File: config.mk
export PLATFORM = sky130hd
export DESIGN_NAME = riscv_fetch_unit
export DESIGN_NICKNAME = d
export VERILOG_FILES = /design/src/rtl/riscv_fetch_unit.sv
export SDC_FILE = /design/constraint.sdc
export NUM_CORES = 1
export LEC_CHECK = 0
export CORE_MARGIN = 2
export CORE_UTILIZATION = 57
export DETAILED_ROUTE_END_ITERATION = 16
export PLACE_DENSITY = 0.86
export REMOVE_ABC_BUFFERS = 1
export SKIP_LAST_GASP = 1
export SLEW_MARGIN = 10
export SYNTH_ARGS = -nofsm -noshare
export SYNTH_HDL_FRONTEND = slang
export SYNTH_SLANG_ARGS = --single-unit
export TNS_END_PERCENT = 20
File: constraint.sdc
create_clock -name clk_i -period 9.2 [get_ports clk_i]
set_input_delay 1.84 -clock clk_i [delete_from_list [all_inputs] [get_ports clk_i]]
set_output_delay 1.84 -clock clk_i [all_outputs]
set_load 0.01 [all_outputs]
File: src/rtl/riscv_fetch_unit.sv
// Pipelined instruction-fetch stage: in-order imem requests, DEPTH-entry {instr, pc} show-ahead buffer, branch flush.
// Optional RISCV_IF_MISALIGN_EN adds a registered misaligned-branch-target flag.
module riscv_fetch_unit #(
  parameter int unsigned           XLEN     = 32,
  parameter logic [XLEN-1:0]       RESET_PC = '0,
  parameter int unsigned           DEPTH    = 2
) (
  input  logic            clk_i,
  input  logic            rst_ni,
  output logic            imem_req_o,
  output logic [XLEN-1:0] imem_addr_o,
  input  logic            imem_ready_i,
  input  logic            imem_rvalid_i,
  input  logic [XLEN-1:0] imem_rdata_i,
  output logic            instr_valid_o,
  output logic [XLEN-1:0] instr_o,
  output logic [XLEN-1:0] pc_o,
  input  logic            id_ready_i,
  input  logic            take_branch_i,
  input  logic [XLEN-1:0] branch_addr_i
`ifdef RISCV_IF_MISALIGN_EN
  ,
  output logic            misaligned_o
`endif
);

  localparam int unsigned PW = $clog2(DEPTH);
  localparam int unsigned CW = $clog2(DEPTH + 1);
  localparam logic [CW-1:0] DEPTH_C = CW'(DEPTH);
  localparam logic [CW:0]   DEPTH_W = (CW + 1)'(DEPTH);

  logic [XLEN-1:0] fetch_pc_q, fetch_pc_d;
  logic [XLEN-1:0] resp_pc_q, resp_pc_d;
  logic [CW-1:0]   outst_q, outst_d;
  logic [CW-1:0]   drop_q, drop_d;
  logic [CW-1:0]   count_q, count_d;
  logic [PW-1:0]   rd_ptr_q, rd_ptr_d;
  logic [PW-1:0]   wr_ptr_q, wr_ptr_d;
  logic [XLEN-1:0] instr_mem_q [DEPTH];
  logic [XLEN-1:0] instr_mem_d [DEPTH];
  logic [XLEN-1:0] pc_mem_q [DEPTH];
  logic [XLEN-1:0] pc_mem_d [DEPTH];

  logic            accept;
  logic            resp_ok;
  logic            push;
  logic            pop;
  logic [CW:0]     occ;
  logic [XLEN-1:0] target;

  assign target = {branch_addr_i[XLEN-1:2], 2'b00};

  always_comb begin
    fetch_pc_d  = fetch_pc_q;
    resp_pc_d   = resp_pc_q;
    outst_d     = outst_q;
    drop_d      = drop_q;
    count_d     = count_q;
    rd_ptr_d    = rd_ptr_q;
    wr_ptr_d    = wr_ptr_q;
    instr_mem_d = instr_mem_q;
    pc_mem_d    = pc_mem_q;

    // Responses already owed to discarded requests still occupy no buffer slot.
    occ        = {1'b0, outst_q} - {1'b0, drop_q} + {1'b0, count_q};
    imem_req_o = !take_branch_i && (outst_q < DEPTH_C) && (occ < DEPTH_W);
    accept     = imem_req_o && imem_ready_i;
    resp_ok    = imem_rvalid_i && (outst_q != '0);
    push       = resp_ok && (drop_q == '0) && !take_branch_i;
    pop        = (count_q != '0) && id_ready_i && !take_branch_i;

    outst_d = outst_q + CW'(accept) - CW'(resp_ok);

    if (take_branch_i) begin
      fetch_pc_d = target;
      resp_pc_d  = target;
      count_d    = '0;
      rd_ptr_d   = '0;
      wr_ptr_d   = '0;
      drop_d     = outst_q - CW'(resp_ok);
    end else begin
      if (accept) begin
        fetch_pc_d = fetch_pc_q + XLEN'(4);
      end
      if (resp_ok && (drop_q != '0)) begin
        drop_d = drop_q - CW'(1);
      end
      if (push) begin
        instr_mem_d[wr_ptr_q] = imem_rdata_i;
        pc_mem_d[wr_ptr_q]    = resp_pc_q;
        wr_ptr_d              = wr_ptr_q + PW'(1);
        resp_pc_d             = resp_pc_q + XLEN'(4);
      end
      if (pop) begin
        rd_ptr_d = rd_ptr_q + PW'(1);
      end
      count_d = count_q + CW'(push) - CW'(pop);
    end
  end

  always_ff @(posedge clk_i or negedge rst_ni) begin
    if (!rst_ni) begin
      fetch_pc_q <= RESET_PC;
      resp_pc_q  <= RESET_PC;
      outst_q    <= '0;
      drop_q     <= '0;
      count_q    <= '0;
      rd_ptr_q   <= '0;
      wr_ptr_q   <= '0;
      for (int unsigned i = 0; i < DEPTH; i++) begin
        instr_mem_q[i] <= '0;
        pc_mem_q[i]    <= '0;
      end
    end else begin
      fetch_pc_q  <= fetch_pc_d;
      resp_pc_q   <= resp_pc_d;
      outst_q     <= outst_d;
      drop_q      <= drop_d;
      count_q     <= count_d;
      rd_ptr_q    <= rd_ptr_d;
      wr_ptr_q    <= wr_ptr_d;
      instr_mem_q <= instr_mem_d;
      pc_mem_q    <= pc_mem_d;
    end
  end

  assign imem_addr_o   = fetch_pc_q;
  assign instr_valid_o = (count_q != '0);
  assign instr_o       = instr_mem_q[rd_ptr_q];
  assign pc_o          = pc_mem_q[rd_ptr_q];

`ifdef RISCV_IF_MISALIGN_EN
  logic misaligned_q, misaligned_d;

  always_comb begin
    misaligned_d = take_branch_i && (branch_addr_i[1:0] != 2'b00);
  end

  always_ff @(posedge clk_i or negedge rst_ni) begin
    if (!rst_ni) begin
      misaligned_q <= 1'b0;
    end else begin
      misaligned_q <= misaligned_d;
    end
  end

  assign misaligned_o = misaligned_q;
`else
  logic unused_branch_lsbs;
  assign unused_branch_lsbs = ^branch_addr_i[1:0];
`endif

endmodule
# Yosys cells after proc, flatten, opt, wreduce, memory -nomap -nowiden
# Cells that the tools add are included.
[op_classes]
muxes = 21
reduce_logical = 20
n_addsub = 12
magnitude_cmp = 5
bitwise_logic = 3
[ops]
columns = ["operator", "count"]
rows = [
  ["$mux W32", 11],
  ["$bwmux W64", 2],
  ["$add A32 B3 Y32 const B", 2],
  ["$demux W32 S1", 1],
  ["$reduce_bool A2 Y1", 7],
  ["$logic_and A1 B1 Y1", 10],
  ["$mux W2", 3],
  ["$sub A2 B1 Y2", 3],
  ["$add A2 B1 Y2", 2],
  ["$ge A2 B2 Y1 const B", 2],
  ["$mux W1", 4],
  ["$not A1 Y2", 2],
  ["$add A3 B2 Y3", 1],
  ["$lt A3 B2 Y1 const B", 1],
  ["$sub A2 B2 Y3", 1],
  ["$add A1 B1 Y1 const B", 2],
  ["$logic_not A2 Y1", 1],
  ["$lt A2 B1 Y1 const B", 1],
  ["$lt A2 B2 Y1 const B", 1],
  ["$reduce_and A2 Y1", 1],
  ["$sub A2 B1 Y2 const B", 1],
  ["$logic_not A1 Y1", 1],
  ["$not A1 Y1", 1],
]
[word_totals]
inputBits = 70
word_cells = 72
out_inout_bits = 98
reg_bits = 200

# Longest topological paths before layout
[logic_depth]
word_depth = 7
mapped_depth = 13
mapped_depth_nobuf = 12

# Worst setup path after synthesis
# OpenSTA, ideal clock, no wires.
[synth_timing]
path_type = "input to output"
start = "input take_branch_i"
end = "output imem_req_o"
t_arrival_ns = 2.135
cell_stages = 2
setup_slack_ns = 5.225
path_buffers = 0
t_required_ns = 7.360
cell_sequence = "nor2_1 -> and3_1"
[synth_via]
elab_chain_len = 3
[synth_lines]
columns = ["item", "line", "rtl"]
rows = [
  ["start, declared", "19", "input logic take_branch_i,"],
  ["$logic_not A1 Y1", "66", "imem_req_o = !take_branch_i && (outst_q < DEPTH_C) && (occ < DEPTH_W);"],
  ["$logic_and A1 B1 Y1 (2 in series)", "66", ""],
  ["end, declared", "10", "output logic imem_req_o,"],
]
# No other way between the ends.

# Worst setup path in the final report
# Same ends and word-level chain as after synthesis.

==> metrics <==
Iteration-0 DRC Markers between 500 and 600; Clock Tree Buf Depth 2; Die H 133 microns; CTS buffer count 17; crit path time final about 5.0 ns; switching part of the total 29.7%; postcts setup bufs 0; WL per Instance 19.0 microns; Setup CP Type in -> out; commonest cells in the netlist 201 x mux2_2, 192 x dfrtp_1, 51 x nand2_1; Total Routing Usage GR 25.5%; routability cong. 0.813; period utilization a little over half; initial antenna violation count 0; Finished Layout Cells 1137; PwrDens 282 nW/um^2; Crit. End Element primary output; filler cell count 1169; Tightest Pin Transition 1.06 ns; Leakage Power approximately 5.0 nW; CTS H-tree lvls 4; Worst Hold Launch instr_mem_q[41]$_DFFE_PN0P_; Die ar. 17600 sq um; Yosys reg bits between 150 and 200; R2R Setup Slk 5.29 ns; most common cell in the netlist mux2_2; CP startpoint kind input port; net switching power 0.981 mW; # resized after CTS 0; Final Hold Vio Count 0; largest net degree at the start of global routing 72; relative max-transition margin 28.9%; Setup violations, final 0; internal power between 2 and 2.5 mW; Worst Path Arrival about 3.2 ns; vias in the first global route roughly 6800; clock power share 22.3%; hold crit path type reg -> reg; final wirelength ~22000 microns; Rows 47; largest area contributor in the netlist dfrtp_1; Hold-fix buffers, CTS 0; fin util 71.7%; clock root buffer clkbuf_16; main flop type after synthesis dfrtp_1; multi-input logic area 4340 sq um; mapped cell area ~9400 sq um; Distinct cells, synth 50; Final Cell Area 11700 sq um; RR Startpoint outst_q[1]$_DFF_PN0_; Detailed Place HPWL approximately 15000 microns; worst hold stages 1; FF-to-FF End imem_addr_o[31]$_DFFE_PN0P_; Fin Setup TNS 0 ns; sequential share of the synthesized area 51.0%; Post-synth EDFFs 0; DP Area 11100 sq um; RSZ-0062 raised after global routing no; die width roughly 130 microns; top cell type's share of synthesized area 51.0%; CTS tree built; CP Data Required Time 7.36 ns; hold path endpoint instr_mem_q[41]$_DFFE_PN0P_; count of input and output buffers 161; post-layout power between 3 and 4 mW; Async S/R FF share, synth 100%; sequential cell fraction of total power 41.0%; Ys Warns 0; top cells by area, synth dfrtp_1 51%, mux2_2 24%, xnor2_1 2.3%; Final Slew Violations 0; Layout Skew 0.0191 ns; placed instance count 1107; ANT cells 0; status complete, no violations; max_cap viols 0; sequential cell area 4810 sq um; initial core utilization 57.7%; DRT antenna net count 0; Combinational Power Share 36.7%; Post-Synthesis Cells around 750; mean area per synthesized cell between 10 and 15 sq um; # IOs 168; Reg clk slew, reported paths 0.06 ns; layout cells sized above 1 28.2%; Max VDD drop around 0.16 mV; critical path peak fanout 50; vias post-DR 6540; Nets 987; first-pass GRT wire length 35500 microns; Residual DRC 0; Worst-Skew Late Latency 0.44 ns; fmax 199 MHz; Area Growth Syn to Fin 24.4%; Reg2Reg Depth 9; Vias/cell 5.75; GRT overflow 0; Sink Count 192; Pre-Repair DR Iteration Count 5; Core ar. about 16000 sq um
cell families after synthesis:
family,share of synthesized area (%)
AO/OA/AOI/OAI,5.02
XOR/XNOR,4.18
adder cells (fa/ha/maj),1.62
buffers and inverters,3.22
flip-flops,51.0
multiplexers,24.2
other,0.0398
AND/OR/NAND/NOR,10.7
sequential cells by signal (all words and copies together) (netlist names):
register / flops
drop_q: 2
instr_mem_q: 64
outst_q: 2
resp_pc_q: 30
wr_ptr_q: 1
imem_addr_o: 30
count_q: 2
rd_ptr_q: 1
pc_mem_q: 60
worst max path at each step:
| stage | start | to | slack [ns] | depth (start not counted) |
|---|---|---|---|---|
| 4_1_cts | take_branch_i | imem_req_o | 4.18 | 5 |
| 2_1_floorplan | take_branch_i | instr_mem_q[32]$_DFFE_PN0P_ | 4.35 | 4 |
| 3_3_place_gp | take_branch_i | imem_req_o | 4.23 | 5 |
| 5_1_grt | take_branch_i | imem_req_o | 4.11 | 5 |
| 3_5_place_dp | take_branch_i | imem_req_o | 4.20 | 5 |
| 6_report | take_branch_i | imem_req_o | 4.17 | 5 |
layout by cell type, fill, tap and decap left out, types with 5 or more instances in the layout:
cell and instances:
and2_1 6, mux2_2 201, clkbuf_16 17, xor2_1 20, and4_1 6, nand4_1 16, o311ai_0 13, xnor2_1 25
nand2_1 51, a21oi_1 9, clkdlybuf4s50_1 159, nor3_1 8, buf_4 7, inv_1 13, o21ai_0 33, and3_1 10
or3_1 5, dfrtp_1 191, nor2_1 25, nand3_1 24, ha_1 9, o211ai_1 10
critical path, cell delays in order:
cell and delay, ns:
buf_2 0.07, buf_4 0.44, nor2_1 0.13, and3_1 0.21, clkdlybuf4s50_1 0.47
metal layers:
metal / global-route usage [%] / vias up / part of all wire, %
met1: 33.3 / 3317 / 43
met2: 43.0 / 203 / 50
met5: 0 / - / 0
met4: 7.53 / 0 / 1.1
met3: 5.48 / 16 / 5.8
li1: - / 3004 / -
power by group through the flow:
stage	Clock [mW]	Combinational [mW]	Sequential [mW]
after floorplan	0	0.688	1.32
after global placement	0	1.18	1.34
after detailed placement	0	1.22	1.37
after CTS	0.749	1.23	1.35
after global routing	0.786	1.31	1.40
final	0.737	1.21	1.35
through the flow:
| stage | hold slack (ns) | worst slack (ns) |
|---|---|---|
| floorplan | 0.475 | 4.35 |
| global placement | 0.482 | 4.23 |
| detailed placement | 0.490 | 4.20 |
| CTS | 0.506 | 4.18 |
| global route | 0.516 | 4.11 |
| finish | 0.502 | 4.17 |
final cells by class:
class / instances / share of cell area (%)
well taps: 220 / 2.35
clock buffers: 23 / 4.16
flip-flops and latches: 192 / 41.0
repair buffers: 168 / 14.2
inverters: 14 / 0.448
clock inverters: 7 / 0.864
multi-input cells: 513 / 37.0
(Power assumes the default switching activity.)
